==> src/rtl/mcpu_pkg.sv <==
// Shared definitions for the MCPU memory arbiter: FSM state encoding,
// requester port identifiers and default bus widths.
package mcpu_pkg;

  localparam int MCPU_WORD_SIZE  = 16;
  localparam int MCPU_ADDR_WIDTH = 8;

  localparam logic PORT_CPU = 1'b0;
  localparam logic PORT_DMA = 1'b1;

  typedef enum logic [1:0] {
    IDLE   = 2'b00,
    ACCESS = 2'b01,
    RDATA  = 2'b10
  } arb_state_e;

endpackage

==> src/rtl/mcpu_rr_arb2.sv <==
// Two-way request picker: round-robin on last_gnt by default, or CPU-first
// fixed priority when MCPU_ARB_FIXED_PRIO_EN is defined.
module mcpu_rr_arb2
  import mcpu_pkg::*;
(
  input  logic req0,
  input  logic req1,
  input  logic last_gnt,
  output logic winner,
  output logic valid
);

  assign valid = req0 | req1;

`ifdef MCPU_ARB_FIXED_PRIO_EN
  logic unused_last_gnt;
  assign unused_last_gnt = last_gnt;
  assign winner = req0 ? PORT_CPU : PORT_DMA;
`else
  always_comb begin
    winner = PORT_CPU;
    if (req0 && req1) begin
      winner = ~last_gnt;
    end else if (req1) begin
      winner = PORT_DMA;
    end
  end
`endif

endmodule

==> src/rtl/mcpu_mem_arbiter.sv <==
// Shares the MCPU RAM data port between the CPU (port 0) and a DMA master
// (port 1), one transaction in flight. Macro MCPU_ARB_FIXED_PRIO_EN selects CPU priority.
module mcpu_mem_arbiter
  import mcpu_pkg::*;
#(
  parameter int WORD_SIZE  = MCPU_WORD_SIZE,
  parameter int ADDR_WIDTH = MCPU_ADDR_WIDTH
) (
  input  logic                  clk,
  input  logic                  reset,
  input  logic                  req0,
  input  logic                  we0,
  input  logic [ADDR_WIDTH-1:0] addr0,
  input  logic [WORD_SIZE-1:0]  wdata0,
  output logic                  gnt0,
  output logic                  rvalid0,
  output logic [WORD_SIZE-1:0]  rdata0,
  input  logic                  req1,
  input  logic                  we1,
  input  logic [ADDR_WIDTH-1:0] addr1,
  input  logic [WORD_SIZE-1:0]  wdata1,
  output logic                  gnt1,
  output logic                  rvalid1,
  output logic [WORD_SIZE-1:0]  rdata1,
  output logic                  ram_we,
  output logic                  ram_re,
  output logic [ADDR_WIDTH-1:0] ram_addr,
  output logic [WORD_SIZE-1:0]  ram_wdata,
  input  logic [WORD_SIZE-1:0]  ram_rdata
);

  arb_state_e            state_reg, state_next;
  logic                  last_gnt_reg;
  logic                  cmd_owner_reg;
  logic                  cmd_we_reg;
  logic [ADDR_WIDTH-1:0] cmd_addr_reg;
  logic [WORD_SIZE-1:0]  cmd_wdata_reg;
  logic                  rvalid_reg [2];
  logic [WORD_SIZE-1:0]  rdata_reg  [2];

  logic pick_winner;
  logic pick_valid;
  logic grant_en;
  logic capture;

  mcpu_rr_arb2 u_pick (
    .req0     (req0),
    .req1     (req1),
    .last_gnt (last_gnt_reg),
    .winner   (pick_winner),
    .valid    (pick_valid)
  );

  // grant_en is gated by reset so no grant escapes during a reset cycle
  always_comb begin
    state_next = state_reg;
    grant_en   = 1'b0;
    capture    = 1'b0;
    ram_we     = 1'b0;
    ram_re     = 1'b0;
    case (state_reg)
      IDLE: begin
        if (pick_valid && !reset) begin
          grant_en   = 1'b1;
          state_next = ACCESS;
        end
      end
      ACCESS: begin
        ram_we     = cmd_we_reg;
        ram_re     = !cmd_we_reg;
        state_next = cmd_we_reg ? IDLE : RDATA;
      end
      RDATA: begin
        capture    = 1'b1;
        state_next = IDLE;
      end
      default: state_next = IDLE;
    endcase
  end

  always_ff @(posedge clk) begin
    if (reset) begin
      state_reg     <= IDLE;
      last_gnt_reg  <= PORT_DMA;
      cmd_owner_reg <= PORT_CPU;
      cmd_we_reg    <= 1'b0;
      cmd_addr_reg  <= '0;
      cmd_wdata_reg <= '0;
    end else begin
      state_reg <= state_next;
      if (grant_en) begin
        last_gnt_reg  <= pick_winner;
        cmd_owner_reg <= pick_winner;
        cmd_we_reg    <= (pick_winner == PORT_DMA) ? we1    : we0;
        cmd_addr_reg  <= (pick_winner == PORT_DMA) ? addr1  : addr0;
        cmd_wdata_reg <= (pick_winner == PORT_DMA) ? wdata1 : wdata0;
      end
    end
  end

  // Read return: only the owner's data register is touched
  for (genvar gi = 0; gi < 2; gi++) begin : g_port
    localparam logic PORT_ID = (gi == 1);
    always_ff @(posedge clk) begin
      if (reset) begin
        rvalid_reg[gi] <= 1'b0;
        rdata_reg[gi]  <= '0;
      end else begin
        rvalid_reg[gi] <= capture && (cmd_owner_reg == PORT_ID);
        if (capture && (cmd_owner_reg == PORT_ID)) begin
          rdata_reg[gi] <= ram_rdata;
        end
      end
    end
  end

  assign gnt0      = grant_en && (pick_winner == PORT_CPU);
  assign gnt1      = grant_en && (pick_winner == PORT_DMA);
  assign rvalid0   = rvalid_reg[0];
  assign rvalid1   = rvalid_reg[1];
  assign rdata0    = rdata_reg[0];
  assign rdata1    = rdata_reg[1];
  assign ram_addr  = cmd_addr_reg;
  assign ram_wdata = cmd_wdata_reg;

endmodule

==> config.mk <==
export PLATFORM = sky130hd
export DESIGN_NAME = mcpu_mem_arbiter
export DESIGN_NICKNAME = d
export VERILOG_FILES = /design/src/rtl/mcpu_pkg.sv /design/src/rtl/mcpu_rr_arb2.sv /design/src/rtl/mcpu_mem_arbiter.sv
export SDC_FILE = /design/constraint.sdc
export NUM_CORES = 1
export LEC_CHECK = 0
export BUFFER_PORTS_ARGS = -buffer_cell sky130_fd_sc_hd__buf_4
export CAP_MARGIN = 15
export CORE_MARGIN = 1
export CORE_UTILIZATION = 41
export DETAILED_ROUTE_END_ITERATION = 8
export PLACE_DENSITY_LB_ADDON = 0.3
export SLEW_MARGIN = 20
export SYNTH_ARGS = -nofsm -noshare
export SYNTH_HDL_FRONTEND = slang
export SYNTH_SLANG_ARGS = --single-unit
==> constraint.sdc <==
create_clock -name clk -period 1.5 [get_ports clk]
set_input_delay 0.225 -clock clk [delete_from_list [all_inputs] [get_ports clk]]
set_output_delay 0.225 -clock clk [all_outputs]
set_load 0.05 [all_outputs]
==> results.txt, run 1 <==
CTS root buffer: clkbuf_8
Critical path class: reg -> out
DRT Pass-1 Iters: 4
Mapped Avg Cell Area: 11.5 µm²
Synth Warn #: 0
CP startpoint kind: flop
Post-DRT Antenna Nets: 0
Total length of routed wires: 6.77 mm
GPL Wtd Cong: 0.745
Post-synthesis sequential element count: 63
Ys async rst share: 0
Fraction of layout cells with a size suffix above 1: 0.516
RSZ-0062 raised after global routing: true
Distinct cells, synth: 30
HP Class: in -> reg
Simple-Gate Fraction of Synth Area: 0.184
Worst endpoint data arrival time: 1.40 ns
Area Overhead vs Synth: 51.9%
Largest register FFs: 32
Via count: 2299
GR Overflow Total: 0
Final antenna diode count: 0
Hold_sp: wdata0[4]
Vias in the first global route: 2250
# H-tree levels: 3
Initial antenna violation count: 0
Drt drc: 0
Peak supply drop: 632 µV
Syn Nets: 306
Worst setup margin: -0.126 ns
Crit path time final: 1.63 ns
Slew HR: 0.570
Routed met3 length: 594 µm
Input/output buffers: 131
WL met2: 3.21 mm
Max Cap Viol: 0
Worst reg2reg path depth: 4
DRT iter0 DRCs: 53
Starting Density: 0.426
Fin. Hold Viols: 0
Failing checks: negative setup slack
Cell Rows: 29
Mapped Area: 2710 µm²
Number of CTS-inserted buffers: 9
Num Clock Sinks: 63
EDFF count, synth: 32
Chip Height: 83.2 µm
Adder-cell share of the synthesized area: 0
Die width: 83.2 µm
Placed Cells: 440
Clock latency on the worst-skew pair: 0.33 ns
First-pass GRT wire length: 11.0 mm
Hold EP: ram_wdata[4]$_SDFFE_PP0P_
Core area: 6350 µm²
Post-synthesis sequential area ratio: 0.584
Final setup violation count: 27
Worst Path Required: 1.27 ns
Max Used Layer: met4
Achievable Freq: 615 MHz
Final worst-path cycle share: 1.08
Worst reg2reg path endpoint: cmd_we_reg$_SDFFE_PP0P_
Largest net degree at the start of global routing: 27
Post-DR wirelength/cell: 14.7 µm
Synth Flop Type: edfxtp_1
Max Fanout on Critical Path: 4
Largest family of logic cells by synthesized area: compound AO/OA/AOI/OAI gates
Drt via density: 4.99
Die ar.: 6930 µm²
Synth Area in XOR/XNOR: 0
Cells after synthesis: 236
All-Layer GR Usage: 0.198
PwrDens: 1160 nW/µm²
Synth Area in Compound Gates: 0.188
Status: complete, but fails checks
IO Count: 132
Mux share of post-synthesis cell area: 0
Final Skew: 0.00418 ns
Finished Layout Cells: 461
Reg2Reg Launch Point: state_reg[0]$_SDFFE_PP0P_
Clock slew at reported path FFs: 0.06 ns
TNS Setup: -1.11 ns
Leakage power: 0.00180 µW
Tot Pwr: 4790 µW
CTS tree: yes
CTS Buffer Depth: 2
Post-DP HPWL: 4.74 mm
Slew Viols, Final: 0
Crit end category: output port
Flop2flop setup slack: -0.06 ns
Worst-margin pin slew: 0.645 ns
Layout net count: 449
Met1 WL: 2.88 mm
Hold WS: 0.168 ns
Worst Hold Depth: 3
[final cells by class]
cell class,count,area [µm²]
fillers,528,2240
clock inverters,4,68.8
multi-input cells,153,1040
flip-flops and latches,63,1580
repair buffers,150,1160
well taps,77,96.3
inverters,2,7.51
clock buffers,12,155
[power by group]
part / leakage (µW) / internal (µW) / switching (µW) / total (µW)
clock: 0.000114 / 1020 / 617 / 1640
sequential: 0.000588 / 1930 / 58.4 / 1980
combinational: 0.00110 / 441 / 725 / 1170
[worst max-delay path by stage]
stage | from | endpoint | slack [ns] | cells past startpoint
final | state_reg[0]$_SDFFE_PP0P_ | gnt0 | -0.13 | 5
after global routing | state_reg[0]$_SDFFE_PP0P_ | gnt0 | -0.20 | 5
after CTS | state_reg[0]$_SDFFE_PP0P_ | gnt0 | -0.13 | 5
after detailed placement | state_reg[1]$_SDFFE_PP0P_ | ram_wdata[8]$_SDFFE_PP0P_ | -0.08 | 4
after global placement | state_reg[1]$_SDFFE_PP0P_ | ram_wdata[6]$_SDFFE_PP0P_ | -0.002 | 4
after floorplan | state_reg[1]$_SDFFE_PP0P_ | gnt0 | 0.02 | 3
[cells in the mapped netlist (2+ instances only)]
cell type	n	area [µm²]
nand2_1	50	188
a21oi_1	26	130
edfxtp_1	32	961
buf_2	11	55.1
nor3b_1	2	15.0
dfxtp_1	31	621
buf_6	4	45.0
a311oi_2	20	300
a311oi_1	5	43.8
clkbuf_1	2	7.51
and2_1	32	200
nor2_1	3	11.3
[cell usage in the layout, fill, tap and decap left out, drive strengths merged, types with 2 or more instances in the layout]
cell    synthesis  routed
a21oi          26      26
nand2          51      51
inv             2       2
or2             2       2
nor3b           2       2
bufinv          0       2
nor2            3       3
edfxtp         32      32
and2           32      32
clkbuf          2      12
a311oi         25      25
buf            16     150
clkinv          0       2
dfxtp          31      31
[layer usage]
metal	up-vias	global-route usage
met5	-	0
met4	0	0.0752
met3	10	0.0577
met2	111	0.322
met1	1049	0.249
li1	1129	-
[logic make-up after synthesis]
logic type | count (synthesis)
AND/OR/NAND/NOR | 98
flip-flops | 63
AO/OA/AOI/OAI | 55
buffers and inverters | 20
[critical path: stages, from the launching register on]
cell     delay (ns)
dfxtp_2        0.33
nor3_4         0.25
nand2_2        0.11
buf_6          0.14
nor2_4         0.07
buf_6          0.16
[per-stage QoR]
step / worst slack [ns] / instance area [µm²] / util
final: -0.126 / 4110 / 0.647
after global routing: -0.202 / 4110 / 0.647
after CTS: -0.127 / 4100 / 0.646
after detailed placement: -0.0762 / 3800 / 0.599
after global placement: -0.00217 / 3800 / 0.599
after floorplan: 0.0218 / 2720 / -
[repair_timing]
item	CTS	global route
resized for setup	13	2
endpoints found under the setup margin	43	43
setup buffers	4	1
hold buffers	0	0
pin swaps	2	0
Note: power is estimated with default switching activity, not from simulation.
==> run 2: changes to the inputs <==
--- a/config.mk
+++ b/config.mk
@@ -7,8 +7,9 @@
 export LEC_CHECK = 0
 export BUFFER_PORTS_ARGS = -buffer_cell sky130_fd_sc_hd__buf_4
 export CAP_MARGIN = 15
-export CORE_MARGIN = 1
+export CORE_MARGIN = 8
 export CORE_UTILIZATION = 41
+export CTS_BUF_LIST = sky130_fd_sc_hd__clkbuf_16
 export DETAILED_ROUTE_END_ITERATION = 8
 export PLACE_DENSITY_LB_ADDON = 0.3
 export SLEW_MARGIN = 20
==> run 2 against run 1 <==
  * The flow still finishes with violations (negative setup slack)
  * Non-clock buffer count is 7 lower
  * Critical path depth stayed put
  * Clock power is 27% higher
  * Utilization is 0.53 points higher
  * Sequential power hardly changed
  * Largest cell class unchanged
==> results.txt, run 2 (synthesis gave the netlist of run 1 again) <==
CTS Buffer Depth: 2 (unchanged)
Dpl ws: 0.0310 ns (+0.107 ns)
Placed Cells: 436 (-0.91%)
Number of CTS-inserted buffers: 9 (unchanged)
CP startpoint: state_reg[0]$_SDFFE_PP0P_
Final Util: 0.653 (+0.00533)
Die ar.: 9460 µm² (+36%)
Total length of routed wires: 7.55 mm (+11%)
Status: complete, but fails checks
Max Cap Viol: 0 (unchanged)
Num Clock Sinks: 63 (unchanged)
Area Overhead vs Synth: 54.0%
Clock slew at reported path FFs: 0.05 ns (about the same)
Peak supply drop: 739 µV (+17%)
Post-DR wirelength/cell: 16.6 µm (+13%)
Crit end category: output port
Fill cells: 497 (-5.9%)
Final instance area: 4170 µm² (+1.4%)
First-pass GRT wire length: 12.3 mm (+12%)
Fraction of layout cells with a size suffix above 1: 0.504 (-0.0116)
Worst-margin pin slew: 0.634 ns (-0.0110 ns)
Drt drc: 0 (unchanged)
Core area: 6390 µm² (+0.57%)
Worst endpoint data arrival time: 1.33 ns (-0.07 ns)
Input/output buffers: 131 (unchanged)
CTS tree: yes
GPL Wtd Cong: 0.713 (-4.2%)
CP startpoint kind: flop
Reg2Reg Launch Point: state_reg[0]$_SDFFE_PP0P_
CTS root buffer: clkbuf_16
Most common cell after layout, fill and taps aside: buf_4
Starting Density: 0.424 (-0.00242)
Clock latency on the worst-skew pair: 0.31 ns (-0.02 ns)
Largest register FFs: 32 (unchanged)
Initial antenna violation count: 0 (unchanged)
Max Fanout on Critical Path: 2 (-2)
Final antenna diode count: 0 (unchanged)
Vias in the first global route: 2420 (+7.6%)
Via count: 2279 (-0.87%)
Final Skew: 0.00519 ns (+0.00101 ns)
Worst Hold Depth: 3 (unchanged)
Area of placed instances: 3800 µm² (-0.13%)
Slew Viols, Final: 0 (unchanged)
RSZ-0062 raised after global routing: true
IO Count: 132 (unchanged)
Final setup violation count: 3 (-89%)
All-Layer GR Usage: 0.157 (-0.0406)
Die width: 97.2 µm (+17%)
HP Class: in -> reg
Layout net count: 442 (-1.6%)
Failing checks: negative setup slack
# H-tree levels: 3 (unchanged)
Hold WS: 0.186 ns (+0.0182 ns)
Finished Layout Cells: 454 (-1.5%)
Commonest non-fill, non-tap cells in the layout: buf_4 (135), nand2_1 (50), and2_1 (32), edfxtp_1 (32), dfxtp_1 (29)
Crit path time final: 1.56 ns (-0.0686 ns)
Cell Rows: 29 (unchanged)
Final worst-path cycle share: 1.04 (-0.0457)
Worst reg2reg path depth: 4 (unchanged)
Slew HR: 0.577 (+0.00736)
PwrDens: 1260 nW/µm² (+7.9%)
Largest net degree at the start of global routing: 27 (unchanged)
Hold_sp: wdata0[1]
DRT Pass-1 Iters: 4 (unchanged)
Critical path class: reg -> out
Worst setup margin: -0.0573 ns (+0.0686 ns)
Worst Path Required: 1.27 ns (about the same)
Post-DP HPWL: 5.48 mm (+16%)
Fin. Hold Viols: 0 (unchanged)
Leakage power: 0.00183 µW (+1.3%)
Post-DRT Antenna Nets: 0 (unchanged)
Drt via density: 5.02 (+0.66%)
DRT iter0 DRCs: 47 (-11%)
Achievable Freq: 642 MHz (+4.4%)
Chip Height: 97.2 µm (+17%)
GR Overflow Total: 0 (unchanged)
run 2: cell types whose count changed in the layout (fill, tap and decap cells not counted), moves of 2 or more:
cell / delta
clkbuf_16: +9
buf_4: -9
inv_1: +2
buf_12: +2
clkbuf_8: -11
run 2: path summary, 6_finish.rpt:
path,endpoint,slack [ns]
setup / recovery,gnt0,-0.06
hold / removal,ram_wdata[1]$_SDFFE_PP0P_,0.19
setup reg to reg,ram_wdata[8]$_SDFFE_PP0P_,0
hold reg to reg,ram_wdata[3]$_SDFFE_PP0P_,0.52
run 2: final cells by class:
type                            instances  area [µm²]  area share
Tap cell                               77        96.3      0.0231
Clock inverter                          7        81.3      0.0195
Timing Repair Buffer                  143        1140       0.273
Multi-Input combinational cell        153        1030       0.248
Clock buffer                            9         225      0.0540
Inverter                                2        7.51     0.00180
Sequential cell                        63        1590       0.381
run 2: report_power, final:
group | leakage, µW | internal [µW] | switching [µW] | total (µW)
sequential | 0.000588 | 1930 | 57.4 | 1990
clock | 0.000159 | 1430 | 667 | 2090
combinational | 0.00108 | 432 | 724 | 1160
run 2: repair_timing:
item	4_1_cts	5_1_grt
hold buffers	0	0
buffers inserted	2	0
setup endpoints to repair	2	44
resized for setup	12	3
endpoints found under the hold margin	0	0
pin swaps	1	0
run 2: through the flow:
stage | setup TNS [ns] | power (µW)
2_1_floorplan | 0 | 2740
3_3_place_gp | 0 | 3150
3_5_place_dp | 0 | 3160
4_1_cts | -0.114 | 5280
5_1_grt | -2.95 | 5440
6_report | -0.106 | 5240
run 2: layer usage:
metal / global-route usage / wire length, µm
met1: 0.186 / 3210
met2: 0.249 / 3560
met3: 0.0676 / 717
met4: 0.0559 / 53
met5: 0 / 0
run 2: critical path, cell delays in order, from the launching register on:
cell and delay, ns:
dfxtp_4 0.35, nor3_4 0.19, nand2_2 0.10, buf_6 0.14
nor2_4 0.09, buf_8 0.15
==> run 3: changes to the inputs <==
--- a/config.mk
+++ b/config.mk
@@ -11,7 +11,8 @@
 export CORE_UTILIZATION = 41
 export CTS_BUF_LIST = sky130_fd_sc_hd__clkbuf_16
 export DETAILED_ROUTE_END_ITERATION = 8
-export PLACE_DENSITY_LB_ADDON = 0.3
+export HOLD_SLACK_MARGIN = 0.03
+export PLACE_DENSITY = 0.8
 export SLEW_MARGIN = 20
 export SYNTH_ARGS = -nofsm -noshare
 export SYNTH_HDL_FRONTEND = slang
==> run 3 against run 2 <==
  * Global-route usage up 0.52 points
  * Non-clock buffer count up 3
  * Clock skew up 0.0019 ns
  * Highest routed layer unchanged
  * Flip-flop and latch count unchanged
  * The flow still finishes with violations (negative setup slack)
==> results.txt, run 3 (synthesis gave the netlist of run 1 again) <==
Achievable Freq: 637 MHz (-0.85%)
Worst-margin pin slew: 0.601 ns (-0.0328 ns)
Via count: 2304 (+1.1%)
Fin. Hold Viols: 0 (unchanged)
PwrDens: 1250 nW/µm² (-0.39%)
RSZ-0062 raised after global routing: true
First-pass GRT wire length: 12.6 mm (+2.8%)
HP Class: in -> reg
Max Cap Viol: 0 (unchanged)
DRT iter0 DRCs: 84 (+79%)
Max Fanout on Critical Path: 4 (+2)
Input/output buffers: 131 (unchanged)
CTS tree: yes
CP startpoint kind: flop
DRT Pass-1 Iters: 4 (unchanged)
Starting Density: 0.424 (unchanged)
Clock latency on the worst-skew pair: 0.32 ns (about the same)
Comb power frac: 0.221 (about the same)
Crit path time final: 1.57 ns (+0.0133 ns)
Slew Viols, Final: 0 (unchanged)
Clock power frac: 0.400 (about the same)
Num Clock Sinks: 63 (unchanged)
Worst setup margin: -0.0707 ns (-0.0133 ns)
Failing checks: negative setup slack
Psw: 1450 µW (+0.36%)
Final Util: 0.655 (+0.00255)
Slowest cell on crit path: dfxtp_4
Final Skew: 0.00706 ns (+0.00186 ns)
CTS root buffer: clkbuf_16
GPL Wtd Cong: 0.707 (-0.86%)
Drt via density: 5.05 (+0.65%)
Area of placed instances: 3810 µm² (+0.40%)
Final instance area: 4180 µm² (+0.39%)
Final worst-path cycle share: 1.05 (+0.00890)
Largest net degree at the start of global routing: 27 (unchanged)
Layout net count: 445 (+0.68%)
Fill cells: 503 (+1.2%)
Largest register FFs: 32 (unchanged)
Critical path class: reg -> out
P_int: 3780 µW (-0.14%)
Tot Pwr: 5240 µW (about the same)
Status: complete, but fails checks
Post-DRT Antenna Nets: 0 (unchanged)
Fraction of layout cells with a size suffix above 1: 0.504 (about the same)
Vias in the first global route: 2475 (+2.3%)
Most common cell after layout, fill and taps aside: buf_4
Sum of buffers and inverters on the critical path: 2 (unchanged)
Worst Path Required: 1.27 ns (about the same)
Post-DP HPWL: 5.70 mm (+4.1%)
# H-tree levels: 3 (unchanged)
Cells along the critical path: nor3_4, nand2_2, buf_6, nor2_4, buf_8
Number of CTS-inserted buffers: 9 (unchanged)
Initial antenna violation count: 0 (unchanged)
Post-DR wirelength/cell: 16.7 µm (+0.59%)
Drt drc: 0 (unchanged)
Leakage power: 0.00184 µW (+0.91%)
Cell Rows: 29 (unchanged)
Hold WS: 0.178 ns (-0.00748 ns)
Die ar.: 9460 µm² (unchanged)
Final setup violation count: 2 (-1)
Area Overhead vs Synth: 54.6%
FF+latch area: 1590 µm² (+0.16%)
Chip Height: 97.2 µm (unchanged)
Seq pwr share: 0.379 (about the same)
Final antenna diode count: 0 (unchanged)
Area of the multi-input gates: 1040 µm² (+0.24%)
CTS Buffer Depth: 2 (unchanged)
Peak supply drop: 770 µV (+4.2%)
Slew HR: 0.599 (+0.0219)
Die width: 97.2 µm (unchanged)
Crit end category: output port
Worst endpoint data arrival time: 1.35 ns (+0.02 ns)
GR Overflow Total: 0 (unchanged)
All-Layer GR Usage: 0.163 (+0.00523)
Core area: 6390 µm² (unchanged)
Switch share: 0.278 (+0.000996)
Total length of routed wires: 7.62 mm (+1.0%)
CP top delay family: simple AND/OR/NAND/NOR gates
Max incr delay on CP: 0.36 ns (about the same)
Clock slew at reported path FFs: 0.05 ns (about the same)
IO Count: 132 (unchanged)
Commonest non-fill, non-tap cells in the layout: buf_4 (139), nand2_1 (50), and2_1 (32), edfxtp_1 (32), dfxtp_1 (29)
TNS Setup: -0.0809 ns (+0.0256 ns)
==> run 3: changes by cell type in the layout (fill, tap and decap cells not counted), sizes merged <==
cell | before | now
inv | 4 | 3
buf | 143 | 146
==> run 3: metrics by stage <==
stage	worst slack, ns	std cells
after floorplan	0.0218	236
after global placement	-0.0351	438
after detailed placement	-0.0817	438
after CTS	-0.0684	455
after global routing	-0.128	456
final	-0.0707	456
==> run 3: layout make-up <==
class | instances | area share
clock inverters | 6 | 0.0185
repair buffers | 146 | 0.275
flip-flops and latches | 63 | 0.380
multi-input cells | 153 | 0.248
inverters | 2 | 0.00179
clock buffers | 9 | 0.0538
well taps | 77 | 0.0230
==> run 3: worst paths after layout <==
kind / endpoint / slack [ns] / startpoint / cells past startpoint
hold reg to reg: cmd_owner_reg$_SDFFE_PP0P_ / 0.51 / cmd_owner_reg$_SDFFE_PP0P_ / 2
hold / removal: ram_wdata[0]$_SDFFE_PP0P_ / 0.18 / wdata0[0] / 3
setup / recovery: gnt0 / -0.07 / state_reg[1]$_SDFFE_PP0P_ / 5
setup reg to reg: ram_addr[1]$_SDFFE_PP0P_ / 0.02 / state_reg[1]$_SDFFE_PP0P_ / 4
==> run 3: worst min-delay path: stages <==
cell      delay (ns)
buf_4           0.11
nand2_1         0.04
a311oi_1        0.07
==> run 3: what timing repair did <==
action	CTS	global route
hold endpoints to repair	0	0
pin swaps	1	1
endpoints found under the setup margin	43	55
setup buffers	2	1
hold buffers	0	0
gates resized for setup	9	4
==> run 3: power groups by stage <==
stage	Sequential [µW]	Clock [µW]	Combinational, µW
2_1_floorplan	2390	0	357
3_3_place_gp	2020	0	1120
3_5_place_dp	2020	0	1140
4_1_cts	1990	2130	1160
5_1_grt	2000	2210	1230
6_report	1990	2100	1160
==> run 3: per-layer routing <==
layer,GRT usage,vias to the layer above,routed length [µm]
li1,-,1122,-
met5,0,-,0
met1,0.180,1062,3140
met2,0.266,111,3640
met4,0.0583,0,89
met3,0.0789,9,758
